<file path="src/rtl/time_parameters.sv">
// Programmable BASE/EXTENDED/YELLOW durations for the traffic-light FSM, read back by interval code.
// Writes land on the capturing clock edge; readout is a zero-latency combinational mux.
module time_parameters #(
  parameter int              WIDTH    = 4,
  parameter logic [WIDTH-1:0] DEF_BASE = WIDTH'(6),
  parameter logic [WIDTH-1:0] DEF_EXT  = WIDTH'(3),
  parameter logic [WIDTH-1:0] DEF_YEL  = WIDTH'(2)
) (
  input  logic             clock,
  input  logic             reset_sync,
  input  logic             prog_sync,
  input  logic [1:0]       interval,
  input  logic [1:0]       time_param_selector,
  input  logic [WIDTH-1:0] time_value,
  output logic [WIDTH-1:0] value
);

  logic [WIDTH-1:0] base_q, base_d;
  logic [WIDTH-1:0] ext_q,  ext_d;
  logic [WIDTH-1:0] yel_q,  yel_d;
  logic             zero_val;

  assign zero_val = (time_value == '0);

  // A zero duration would stall the light, so a zero write restores that register's default.
  always_comb begin
    base_d = base_q;
    ext_d  = ext_q;
    yel_d  = yel_q;
    if (prog_sync) begin
      case (time_param_selector)
        2'b00:   base_d = zero_val ? DEF_BASE : time_value;
        2'b01:   ext_d  = zero_val ? DEF_EXT  : time_value;
        2'b10:   yel_d  = zero_val ? DEF_YEL  : time_value;
        default: ;
      endcase
    end
  end

  always_ff @(posedge clock or posedge reset_sync) begin
    if (reset_sync) begin
      base_q <= DEF_BASE;
      ext_q  <= DEF_EXT;
      yel_q  <= DEF_YEL;
    end else begin
      base_q <= base_d;
      ext_q  <= ext_d;
      yel_q  <= yel_d;
    end
  end

  always_comb begin
    value = '0;
    case (interval)
      2'b00:   value = base_q;
      2'b01:   value = ext_q;
      2'b10:   value = yel_q;
      default: value = '0;
    endcase
  end

endmodule

</file>
<file path="config.mk">
export PLATFORM = sky130hd
export DESIGN_NAME = time_parameters
export DESIGN_NICKNAME = d
export VERILOG_FILES = /design/src/rtl/time_parameters.sv
export SDC_FILE = /design/constraint.sdc
export NUM_CORES = 1
export LEC_CHECK = 0
export CORE_MARGIN = 8
export CORE_UTILIZATION = 42
export DETAILED_ROUTE_END_ITERATION = 6
export PLACE_DENSITY = 0.72
export SYNTH_ARGS = -nofsm -noshare
export SYNTH_HDL_FRONTEND = slang
export SYNTH_SLANG_ARGS = --single-unit
</file>
<file path="constraint.sdc">
create_clock -name clock -period 0.8 [get_ports clock]
set_input_delay 0.16 -clock clock [delete_from_list [all_inputs] [get_ports clock]]
set_output_delay 0.16 -clock clock [all_outputs]
set_load 0.02 [all_outputs]
</file>
* After elaboration in Yosys (flattened, before gate mapping)
Cells that the tools add are included.
Cells by class: multipliers 0, equality and inequality tests 4, bitwise logic cells 0, divide/modulo/power cells 0, $add $sub $neg 0, reduce and logical (&&, ||, !) cells 6, multiplexer cells 4, shift operators 0, $lt $le $gt $ge 0
Operators with widths (number):
- $mux W4 | 3
- $pmux W4 S3 | 1
- $reduce_and A2 Y1 | 3
- $eq A2 B1 Y1 const B | 2
- $eq A2 B2 Y1 const B | 2
- $logic_not A2 Y1 | 2
- $logic_not A4 Y1 | 1
Word-level totals: output and inout bits 4, bits of input ports 11, memory bits (writable) 0, latch bits 0, bits in read-only memories 0, flip-flop bits (word level) 12, memories 0

* Longest topological paths before layout
depth after elaboration 2, mapped depth 3, depth with buffers taken out 2

* Worst setup path before layout
OpenSTA, ideal clock, no wires.
path kind register -> output, start point reg yel_q[1], end point out value[1], data required time 0.640 ns, slack -0.296 ns, arrival time 0.936 ns, cell stages (with the launch flop) 3, path buffers 0, path through dfstp_2 > mux2i_1 > o2bb2ai_1
On the way: cells in the longest elaborated chain, start to end 1
Ends and longest elaborated chain:
- start, declared | RTL line 20 | logic [WIDTH-1:0] yel_q, yel_d;
- start signal, assigned | RTL line 48 | yel_q <= yel_d;
- $pmux W4 S3 | RTL line 54 | case (interval)
- end, declared | RTL line 15 | output logic [WIDTH-1:0] value
No other way between the ends.

* Worst setup path after layout
start point reg base_q[2], end point out value[2]
On the way: cells in the longest elaborated chain, start to end 1
Ends and longest elaborated chain:
- start, declared | RTL line 18 | logic [WIDTH-1:0] base_q, base_d;
- start signal, assigned | RTL line 46 | base_q <= base_d;
- $pmux W4 S3 | RTL line 54
No other way between the ends.

==> flow_metrics.env <==
export IMPL_status="finished, violations left"
export IMPL_violations="negative setup slack"
export IMPL_ant_nets=0
export IMPL_powerDensity_nw_per_um2=1740
export IMPL_grt_overflow=0
export IMPL_period_needed_ns=1.34
export IMPL_mostFrequentLayoutCells="buf_6 (14), buf_4 (13), mux2_4 (7), dfrtp_1 (7), dfstp_2 (5)"
export IMPL_power_leakage_uw=0.000541
export IMPL_cp_required_ns=0.64
export IMPL_grt_pass1_vias=637
export IMPL_dp_slack_ns=-1.10
export IMPL_fmax_ghz=0.744
export IMPL_yosysSeqAreaShare_pct=49.5
export IMPL_port_buffers=14
export IMPL_placed_cell_area_sq_um=987
export IMPL_netlist_top_cell_by_area="dfrtp_1"
export IMPL_r2r_start="base_q[1]$_DFFE_PP1P_"
export IMPL_drt_pass1_iterations=4
export IMPL_clock_skew_ns=0
export IMPL_whs_path_depth=2
export IMPL_setup_ws_ns=-0.545
export IMPL_synth_area_sq_um=619
export IMPL_syn_inst=49
export IMPL_drv_cap=0
export IMPL_ff2ff_setup_slack_ns=-0.14
export IMPL_route_vias_total=589
export IMPL_maxSlewViolCount=0
export IMPL_post_drt_wl_per_cell_microns=19.6
export IMPL_max_slew_margin_pct=73.3
export IMPL_tns_ns=-2.66
export IMPL_htree_num_levels=1
export IMPL_rsz0062_at_grt="true"
export IMPL_cpMaxStageDelayCell="dfstp_2"
export IMPL_grt_antenna_before_repair=0
export IMPL_timing_critical_path_from="base_q[2]$_DFFE_PP1P_"
export IMPL_crit_type="reg -> out"
export IMPL_die_width_microns=54.4
export IMPL_gp_congestion=0.768
export IMPL_insertion_delay_ns=0.28
export IMPL_syn_avg_cell_area_sq_um=12.6
export IMPL_synth_seq_cells=12
export IMPL_coreArea_sq_um=1440
export IMPL_grt_pass1_wl_microns=3190
export IMPL_tritoncts="yes"
export IMPL_crit_cells=3
export IMPL_reg2reg_to="base_q[1]$_DFFE_PP1P_"
export IMPL_fp_row_count=14
export IMPL_hp_start="time_value[2]"
export IMPL_critPathMaxStageDelay_ns=0.54
export IMPL_path_clk_slew_ns=0.07
export IMPL_seqCellArea_sq_um=307
export IMPL_antenna_cells=0
export IMPL_area_delta_synth_final_pct=92.9
export IMPL_cts_sinks=12
export IMPL_cts_root_buf="clkbuf_4"
export IMPL_dp_cells=94
export IMPL_timing_critical_path_from_type="flip-flop"
export IMPL_die_h_microns=54.4
export IMPL_numCtsBuffers=3
export IMPL_cp_arrival_ns=1.18
export IMPL_synth_area_leaders="dfrtp_1 (28%), dfstp_2 (21%), mux2_2 (7.3%), mux2i_1 (6.5%), o2bb2ai_1 (5.7%)"
export IMPL_final_util_pct=83.2
export IMPL_hold_viol_final=0
export IMPL_final_common_cell="buf_6"
export IMPL_critPathMaxFanout=2
export IMPL_drt_first_iter_violations=11
export IMPL_viasPerCell=5.50
export IMPL_hp_class="in -> reg"
export IMPL_dieArea_sq_um=2960
export IMPL_fin_crit_sh_pct=168
export IMPL_irDropWorstVdd_mv=1.11
export IMPL_final_cell_area_sq_um=1190
export IMPL_min_to="yel_q[2]$_DFFE_PP0P_"
export IMPL_worst_slew_pin_slew_ns=0.395
export IMPL_synth_cell_types=19
export IMPL_worst_path_buf_inv=1
export IMPL_crit_path_cell_trace="mux2i_1 -> o2bb2ai_2 -> buf_6"
export IMPL_path_delay_family="flip-flops"
export IMPL_multiInputGateArea_sq_um=442
export IMPL_grt_usage_pct=15.8
export IMPL_pin_count=15
export IMPL_drc_errors=0
export IMPL_crit_path_end_kind="primary output"
export IMPL_yosysWarnings=0
export IMPL_wirelength_microns=2100
export IMPL_finalSetupViolations=11
export IMPL_synth_top_area_share_pct=28.3
export IMPL_clock_path_buffers=2
export IMPL_start_util_pct=43.1
export IMPL_nNetsFinal=103
export IMPL_drive_gt1_share_pct=71.4
export IMPL_r2r_cells=3
export IMPL_dp_hpwl_microns=1390
export IMPL_fillers=82
export IMPL_syn_nets=60
export IMPL_grt_max_degree=13
export IMPL_layout_cells_non_filler=107
## cells by family (layout without fill, tap and decap cells)
family	Yosys count	count (layout)	synth area share, %
multiplexers	11	11	19.2
AND/OR/NAND/NOR	12	12	16.2
AO/OA/AOI/OAI	9	9	12.1
buffers and inverters	5	47	3.03
flip-flops	12	12	49.5
## final cells by class
class / instances / area share (%)
multi-input combinational: 32 / 37.0
tap: 16 / 1.68
timing repair buffer: 39 / 32.3
clock buffer: 4 / 2.20
sequential: 12 / 25.7
inverter: 4 / 1.26
## report_power, final
group / switching [uW] / internal, uW / leakage (uW)
registers: 117 / 748 / 0.000136
clock network: 215 / 194 / 0.0000150
logic: 297 / 513 / 0.000391
total: 629 / 1450 / 0.000541
## how the worst max path moves through the flow
stage | end
global placement | value[2]
global route | value[2]
detailed placement | value[3]
CTS | value[2]
floorplan | value[1]
finish | value[2]
## sequential cells by signal, summed over array words and instances (netlist names)
register	cells
yel_q	4
base_q	4
ext_q	4
## per-stage QoR
| step | power [uW] | hold slack (ns) |
|---|---|---|
| global placement | 1410 | 0.470 |
| finish | 2080 | 0.153 |
| global route | 2160 | 0.154 |
| CTS | 1960 | 0.154 |
| floorplan | 1130 | 0.0211 |
| detailed placement | 1430 | 0.476 |
## synthesized netlist by cell type
library cell and number:
a22oi_1 3, inv_1 4, nand3b_1 2, mux2_2 4, nor4b_1 1, or4b_1 1
dfstp_2 5, nor3b_2 1, dfrtp_1 7, or3_1 2, mux2_1 3, nor2b_1 1
a2bb2oi_1 1, o22a_1 1, nor4bb_1 3, nor3_1 1, o2bb2ai_1 4, mux2i_1 4
clkbuf_1 1
## layer usage
metal	vias up	global-route usage, %	wire [microns]
li1	273	-	-
met1	289	15.4	790
met2	19	29.2	1170
met3	8	1.63	66
met4	0	12.7	70
met5	-	0	0
## what timing repair did
item	in CTS	in global routing
hold endpoints to repair	0	0
hold buffers	0	0
pin swaps	6	0
buffers inserted	5	7
resized for setup	65	13
endpoints found under the setup margin	16	16
Note: power is estimated with default switching activity, not from simulation.
